<file path="config.mk">
export PLATFORM = sky130hd
export DESIGN_NAME = writeback_sequencer
export DESIGN_NICKNAME = d
export VERILOG_FILES = /design/src/rtl/writeback_sequencer.sv
export SDC_FILE = /design/constraint.sdc
export NUM_CORES = 1
export LEC_CHECK = 0
export ABC_AREA = 0
export ABC_CLOCK_PERIOD_IN_PS = 2310
export BUFFER_PORTS_ARGS = -buffer_cell sky130_fd_sc_hd__buf_2
export CAP_MARGIN = 10
export CELL_PAD_IN_SITES_DETAIL_PLACEMENT = 1
export CELL_PAD_IN_SITES_GLOBAL_PLACEMENT = 2
export CORE_ASPECT_RATIO = 0.8
export CORE_MARGIN = 2
export CORE_UTILIZATION = 27
export CTS_BUF_LIST = sky130_fd_sc_hd__clkbuf_8
export DETAILED_ROUTE_END_ITERATION = 8
export GPL_TIMING_DRIVEN = 1
export PLACE_DENSITY = 0.78
export SYNTH_ARGS = -nofsm -noshare
export SYNTH_HDL_FRONTEND = slang
export SYNTH_SLANG_ARGS = --single-unit
</file>
<file path="constraint.sdc">
create_clock -name clk -period 2.31 [get_ports clk]
set_clock_uncertainty 0.2 [all_clocks]
set_input_delay 0.231 -clock clk [delete_from_list [all_inputs] [get_ports clk]]
set_output_delay 0.231 -clock clk [all_outputs]
set_load 0.02 [all_outputs]
</file>
<file path="src/rtl/writeback_sequencer.sv">
// Final pipeline stage: serialises a 4-lane MEM/WB bundle onto the
// shared register-file write port, one lane per cycle.
module writeback_sequencer #(
  parameter int         DATA_W   = 16,
  parameter int         LANES    = 4,
  parameter logic [3:0] NULL_REG = 4'h0
) (
  input  logic              clk,
  input  logic              rst,
  input  logic              valid_in,
  output logic              ready_out,
  input  logic              regWrite_in,
  input  logic              resultSrc_in,
  input  logic [LANES-1:0]  laneMask_in,
  input  logic [3:0]        rd_in,
  input  logic [DATA_W-1:0] alu0_in,
  input  logic [DATA_W-1:0] alu1_in,
  input  logic [DATA_W-1:0] alu2_in,
  input  logic [DATA_W-1:0] alu3_in,
  input  logic [DATA_W-1:0] mem0_in,
  input  logic [DATA_W-1:0] mem1_in,
  input  logic [DATA_W-1:0] mem2_in,
  input  logic [DATA_W-1:0] mem3_in,
  output logic              regWriteWB,
  output logic [DATA_W-1:0] resultWB,
  output logic [3:0]        RdestW0,
  output logic [3:0]        RdestW1,
  output logic [3:0]        RdestW2,
  output logic [3:0]        RdestW3,
  output logic              stallWB
);

  typedef enum logic {
    IDLE,
    DRAIN
  } state_t;

  state_t state;

  logic [DATA_W-1:0] data_q [LANES];
  logic [LANES-1:0]  pend_q;
  logic [3:0]        rd_q;

  logic              accept;
  logic [LANES-1:0]  pend_in;
  logic [DATA_W-1:0] data_in [LANES];

  logic [LANES-1:0]  sel_mask;
  logic [LANES-1:0]  pick;
  logic [LANES-1:0]  pend_nxt;
  logic              pick_any;
  logic [3:0]        sel_rd;
  logic [DATA_W-1:0] sel_data;

  always_comb begin
    accept     = valid_in & ready_out;
    pend_in    = laneMask_in & {LANES{regWrite_in}};
    data_in[0] = resultSrc_in ? mem0_in : alu0_in;
    data_in[1] = resultSrc_in ? mem1_in : alu1_in;
    data_in[2] = resultSrc_in ? mem2_in : alu2_in;
    data_in[3] = resultSrc_in ? mem3_in : alu3_in;
  end

  // Accepting bundle issues its first lane straight from the inputs,
  // so the first write lands the cycle after acceptance.
  always_comb begin
    sel_mask = '0;
    sel_rd   = rd_q;
    if (accept) begin
      sel_mask = pend_in;
      sel_rd   = rd_in;
    end else if (state == DRAIN) begin
      sel_mask = pend_q;
    end
    pick     = sel_mask & (~sel_mask + LANES'(1));
    pick_any = |sel_mask;
    pend_nxt = sel_mask & ~pick;
  end

  always_comb begin
    sel_data = '0;
    unique case (1'b1)
      pick[0]: sel_data = accept ? data_in[0] : data_q[0];
      pick[1]: sel_data = accept ? data_in[1] : data_q[1];
      pick[2]: sel_data = accept ? data_in[2] : data_q[2];
      pick[3]: sel_data = accept ? data_in[3] : data_q[3];
      default: sel_data = '0;
    endcase
  end

  always_ff @(posedge clk) begin
    if (!rst) begin
      state      <= IDLE;
      ready_out  <= 1'b1;
      stallWB    <= 1'b0;
      regWriteWB <= 1'b0;
      resultWB   <= '0;
      RdestW0    <= NULL_REG;
      RdestW1    <= NULL_REG;
      RdestW2    <= NULL_REG;
      RdestW3    <= NULL_REG;
      pend_q     <= '0;
      rd_q       <= '0;
      for (int i = 0; i < LANES; i++)
        data_q[i] <= '0;
    end else begin
      if (accept) begin
        rd_q <= rd_in;
        for (int i = 0; i < LANES; i++)
          data_q[i] <= data_in[i];
      end
      pend_q <= pend_nxt;
      unique case (state)
        IDLE:  state <= (accept && |pend_nxt) ? DRAIN : IDLE;
        DRAIN: state <= (|pend_nxt) ? DRAIN : IDLE;
        default: state <= IDLE;
      endcase
      // Ready rises with the final lane so the next bundle follows
      // without a bubble.
      ready_out  <= ~|pend_nxt;
      stallWB    <= |pend_nxt;
      regWriteWB <= pick_any;
      if (pick_any)
        resultWB <= sel_data;
      RdestW0 <= pick[0] ? sel_rd : NULL_REG;
      RdestW1 <= pick[1] ? sel_rd : NULL_REG;
      RdestW2 <= pick[2] ? sel_rd : NULL_REG;
      RdestW3 <= pick[3] ? sel_rd : NULL_REG;
    end
  end

endmodule

</file>
==> impl_metrics.json, run 1 <==
{
  "whs_ns": 0.009449,
  "synthesis.nets": 620,
  "ys.flop_type": "edfxtp_1",
  "maxCapViolations": 0,
  "cp.required_ns": 2.42,
  "dieArea_um2": 18130,
  "setup.worst_path.start_class": "register",
  "grt_pass1_wl_um": 24160,
  "ys_seq_area_frac": 0.4996,
  "yosys_warnings": 0,
  "period_minus_slack_ns": 2.109,
  "cp_slowest_stage_delay_ns": 0.65,
  "p_int_uw": 2762,
  "holdCritPathClass": "primary input to register",
  "die_h_um": 120.9,
  "critPathCaptureType": "register",
  "final_nets": 819,
  "hpwl_um": 11470,
  "grtUsageMet1": 0.2514,
  "p_per_area_nw_per_um2": 601.4,
  "r2r_setup_slack_ns": 0.20,
  "via_count": 4238,
  "timing.rr.end": "resultWB[3]",
  "finalSetupTns_ns": 0,
  "placementRows": 42,
  "pwr-share-comb": 0.197,
  "cp_slowest_cell": "o31ai_4",
  "layout-drive-gt1-share": 0.3206,
  "cts_tree": "built",
  "grt.overflow.total": 0,
  "synth_cell_types": 42,
  "avgSynthCellArea_um2": 9.620,
  "postCtsSetupBuffers": 0,
  "synthCells": 479,
  "nFillCells": 2015,
  "drtPass1Iterations": 4,
  "finalMaxSlewViolations": 0,
  "worstHoldStart": "mem2_in[3]",
  "avgRoutedWirePerCell_um": 17.39,
  "p_switching_uw": 1037,
  "gp_congestion": 0.8036,
  "relSlewSlack": 0.5438,
  "io_pins": 176,
  "initial_utilization": 0.2775,
  "insertion_delay_ns": 0.38,
  "cts.root.buffer_cell": "clkbuf_8",
  "peakVddDrop_mv": 0.2547,
  "pwr-share-clk": 0.315,
  "swShare": 0.2730,
  "crit_arrival_ns": 2.22,
  "port_buffers": 175,
  "antenna_found_initial": 0,
  "cts_buffers": 9,
  "grt_start_max_net_pins": 64,
  "tightest_slew_ns": 0.6843,
  "synth_area_um2": 4608,
  "synth_edf_count": 48,
  "grt_pass1_vias": 4367,
  "cts.clk_slew.worst_paths_ns": 0.09,
  "top_usage_layer": "met2",
  "vias_per_cell": 4.693,
  "final_cell_mix": "buf_2, nor2_1, nand2_1, mux2i_1, edfxtp_1",
  "path_cells": "a21boi_2 > a32o_2 > o31ai_4 > a211oi_1 > o22ai_1",
  "ys_async_sr_fraction": 0,
  "antennaDiodeCount": 0,
  "cts_sinks": 91,
  "cellLeakagePower_uw": 0.002866,
  "fmax_mhz": 474.2,
  "r2r_start": "ready_out",
  "cp_top_family": "compound AO/OA/AOI/OAI gates",
  "p_seq_frac": 0.488,
  "grt_usage": 0.1763,
  "wl_um": 15700,
  "post-route-drc-count": 0,
  "met2_usage": 0.2723,
  "status": "complete, no violations",
  "die_w_um": 150.1,
  "post-route-period-util": 0.9130,
  "core_um2": 16610,
  "cp.buffers_inverters": 0,
  "finalHoldViolations": 0,
  "crit_type": "register to register",
  "grt_setup_unrepaired": "false",
  "drtIter0Drc": 227,
  "holdPathStages": 3,
  "final_common_cell": "buf_2",
  "hold_path_end": "data_q[2][3]",
  "cts.path.max_buffers": 2,
  "setup-violations-final": 0,
  "cp_max_fo": 13,
  "ff2ff_path_depth": 5,
  "met3_usage": 0.04173,
  "ant_nets": 0,
  "areaGrowthSynthToFinish_pct": 37.09,
  "yosys_register_bits": 91,
  "cts-htree-levels": 3
}
cells in the mapped netlist (2+ instances only):
cell type  count  area, µm²
a32oi_2        2      32.53
edfxtp_1      48       1441
o22ai_1       13      81.33
buf_6          3      33.78
mux2i_1       64      640.6
nand4_1        2      12.51
nand2_1       69      259.0
o21ai_0       31      155.2
clkbuf_1      16      60.06
inv_1          4      15.01
a211oi_1      14      105.1
buf_2         16      80.08
o311a_1        2      20.02
and2_1         2      12.51
a21oi_1        8      40.04
o211ai_1      15      112.6
nor2_1        84      315.3
nand3_1        4      20.02
a31oi_1        2      12.51
and3_1         2      12.51
dfxtp_1       43      860.8
a22oi_1       15      112.6
final cells by class:
| class | instances | area, µm² | share of cell area |
|---|---|---|---|
| timing repair buffer | 225 | 1399 | 0.2214 |
| multi-input combinational | 347 | 2113 | 0.3345 |
| sequential | 91 | 2302 | 0.3644 |
| inverter | 4 | 15.01 | 0.002377 |
| clock inverter | 6 | 75.07 | 0.01188 |
| tap | 220 | 275.3 | 0.04357 |
| clock buffer | 10 | 137.6 | 0.02179 |
worst min-delay path, stage by stage:
cell	delay [ns]
buf_2	0.08
mux2i_1	0.08
nor2_1	0.09
flip-flops by register name, summed over array words and instances (netlist names):
signal / flops
ready_out: 1
state: 1
regWriteWB: 1
RdestW0: 4
resultWB: 16
rd_q: 4
data_q: 48
RdestW1: 4
stallWB: 1
RdestW3: 4
RdestW2: 4
pend_q: 3
worst max path at each step:
stage | depth (start not counted) | startpoint | to | slack, ns
after floorplan | 3 | ready_out | data_q[1][0] | 0.17
after global placement | 6 | valid_in | resultWB[10] | 0.27
final | 5 | ready_out | resultWB[3] | 0.20
after detailed placement | 6 | valid_in | resultWB[3] | 0.18
after global routing | 5 | ready_out | resultWB[3] | 0.06
after CTS | 5 | ready_out | resultWB[3] | 0.19
power groups by stage:
stage,Clock [µW],Combinational [µW],Sequential [µW]
3_5_place_dp,0,702,1890
3_3_place_gp,0,688,1890
4_1_cts,1230,757,1850
5_1_grt,1290,821,1860
6_report,1200,749,1850
2_1_floorplan,0,347,1920
metrics by stage:
stage               utilization  area [µm²]  cells  power, µW  setup WS [ns]
CTS                      0.3804        6317    903       3840         0.1888
detailed placement       0.3477        5774    854       2592         0.1834
finish                   0.3804        6317    903       3799         0.2011
global route             0.3804        6317    903       3972        0.05702
floorplan                     -        4611    479       2271         0.1738
global placement         0.3477        5774    854       2575         0.2711
cell families after synthesis:
group / count (synthesis) / share of synthesized area
AO/OA/AOI/OAI: 111 / 0.1664
multiplexers: 64 / 0.1390
flip-flops: 91 / 0.4996
AND/OR/NAND/NOR: 172 / 0.1515
buffers and inverters: 41 / 0.04344
timing repair:
action | in CTS | in global routing
endpoints found under the setup margin | 0 | 0
resized for setup | 0 | 0
hold endpoints to repair | 18 | 0
hold buffers | 33 | 0
per-layer routing:
| layer | part of all wire | vias up | wire, µm |
|---|---|---|---|
| met5 | 0 | - | 0 |
| met4 | 0.0071 | 0 | 112 |
| met3 | 0.061 | 7 | 956 |
| met2 | 0.44 | 126 | 6924 |
| met1 | 0.49 | 1986 | 7707 |
| li1 | - | 2119 | - |
No activity file was read; power rests on OpenSTA's default activity.
==> inputs of run 2 (changes only) <==
==> constraint.sdc (replaced) <==
create_clock -name clk -period 2.31 [get_ports clk]
set_clock_uncertainty 0.2 [all_clocks]
set_input_delay 0.3465 -clock clk [delete_from_list [all_inputs] [get_ports clk]]
set_output_delay 0.3465 -clock clk [all_outputs]
set_load 0.02 [all_outputs]
==> impl_metrics.json, run 2 (same netlist as run 1, synthesis figures left out) <==
{
  "ff2ff_path_depth": 5,
  "crit_type": "register to register",
  "wl_um": 14460,
  "grt_setup_unrepaired": "false",
  "met2_usage": 0.2551,
  "cts_sinks": 91,
  "nFillCells": 1991,
  "regMostFlops": "data_q",
  "antennaDiodeCount": 0,
  "core_um2": 16610,
  "layout-drive-gt1-share": 0.3436,
  "drtIter0Drc": 271,
  "drtPass1Iterations": 4,
  "setup.worst_path.start_class": "register",
  "port_buffers": 175,
  "cts.clk_slew.worst_paths_ns": 0.09,
  "post-route-drc-count": 0,
  "peakVddDrop_mv": 0.2480,
  "antenna_found_initial": 0,
  "dp_slack_ns": -0.03384,
  "final_cell_mix": "buf_2, nor2_1, nand2_1, mux2i_1, edfxtp_1",
  "finalHoldViolations": 0,
  "areaGrowthSynthToFinish_pct": 29.68,
  "postLayoutCoreUtil": 0.3599,
  "top_usage_layer": "met2",
  "final_common_cell": "buf_2",
  "cp_slowest_cell": "o31ai_4",
  "period_minus_slack_ns": 2.108,
  "dieArea_um2": 18130,
  "post-route-period-util": 0.9124,
  "grt_pass1_wl_um": 22460,
  "ctsResizeCount": 0,
  "placed_cells": 856,
  "holdPathStages": 3,
  "cellLeakagePower_uw": 0.002714,
  "crit_arrival_ns": 2.21,
  "cts_tree": "built",
  "path_cells": "a21boi_2 > a32o_2 > o31ai_4 > a211oi_1 > o22ai_1",
  "insertion_delay_ns": 0.38,
  "top_regs": "data_q: 48 flops, resultWB: 16 flops",
  "die_h_um": 120.9,
  "critPathCaptureType": "register",
  "setup-violations-final": 0,
  "grt_pass1_vias": 4259,
  "finalSetupTns_ns": 0,
  "fin_total_pwr_uw": 3610,
  "grtUsageMet1": 0.2249,
  "holdCritPathClass": "primary input to register",
  "p_per_area_nw_per_um2": 604.2,
  "cts.root.buffer_cell": "clkbuf_8",
  "ant_nets": 0,
  "relSlewSlack": 0.5666,
  "worst_slack_ns": 0.2023,
  "status": "complete, no violations",
  "initial_utilization": 0.2775,
  "hpwl_um": 10950,
  "grt_start_max_net_pins": 64,
  "largest_reg_flops": 48,
  "met3_usage": 0.04173,
  "cp_max_fo": 13,
  "cp.required_ns": 2.41,
  "avgRoutedWirePerCell_um": 16.58,
  "fmax_mhz": 474.4,
  "placementRows": 42,
  "cts_hold_repair.buffers": 0,
  "finalMaxSlewViolations": 0,
  "gp_congestion": 0.8118,
  "multiInputGateArea_um2": 2118,
  "cts-htree-levels": 3,
  "cts.path.max_buffers": 2,
  "cp_slowest_stage_delay_ns": 0.62,
  "tightest_slew_ns": 0.6500,
  "final_nets": 788,
  "maxCapViolations": 0,
  "io_pins": 176,
  "grt.overflow.total": 0,
  "vias_per_cell": 4.794,
  "postCtsSetupBuffers": 0,
  "die_w_um": 150.1,
  "final_cells": 872,
  "seq_area_um2": 2302,
  "grt_usage": 0.1625,
  "via_count": 4180,
  "cts_buffers": 9
}
[run 2: changes by cell type in the layout (fill, tap and decap cells not counted)]
cell,delta
dlygate4sd3_1,-33
bufinv_16,-1
clkbuf_8,-1
inv_4,+1
clkinv_2,+1
buf_4,+3
buf_12,-1
nor2_4,+1
clkinvlp_4,+1
clkinv_4,+2
inv_1,-3
nor2_2,-1
[run 2: critical path: cells and delay by family (launching register included)]
kind	cells	cell delay, ns
DFF	1	0.44
AOI/OAI and AO/OA	5	1.38
[run 2: layout make-up]
class	count	area share
Sequential cell	91	0.3853
Clock inverter	7	0.01173
Tap cell	220	0.04606
Clock buffer	9	0.02073
Inverter	4	0.002513
Multi-Input combinational cell	347	0.3545
Timing Repair Buffer	194	0.1792
[run 2: where the power goes]
group | internal [µW] | switching (µW)
sequential | 1810 | 39.4
combinational | 278 | 396
clock | 498 | 585
[run 2: routing by layer]
layer	part of all wire	wire (µm)
met1	0.47	6782
met4	0.0088	127
met3	0.079	1139
met5	0	0
met2	0.44	6409
[run 2: final timing paths]
check / from / endpoint / slack, ns
setup / recovery: ready_out / resultWB[1] / 0.20
hold reg to reg: data_q[1][10] / resultWB[10] / 0.34
hold / removal: alu3_in[13] / data_q[3][13] / 0.10
setup reg to reg: ready_out / resultWB[1] / 0.20
[run 2: metrics by stage]
step / hold slack [ns] / instance area [µm²]
6_report: 0.1028 / 5976
5_1_grt: 0.1124 / 5976
4_1_cts: 0.08099 / 5971
3_5_place_dp: 0.3265 / 5777
3_3_place_gp: 0.3019 / 5777
2_1_floorplan: 0.2967 / 4611
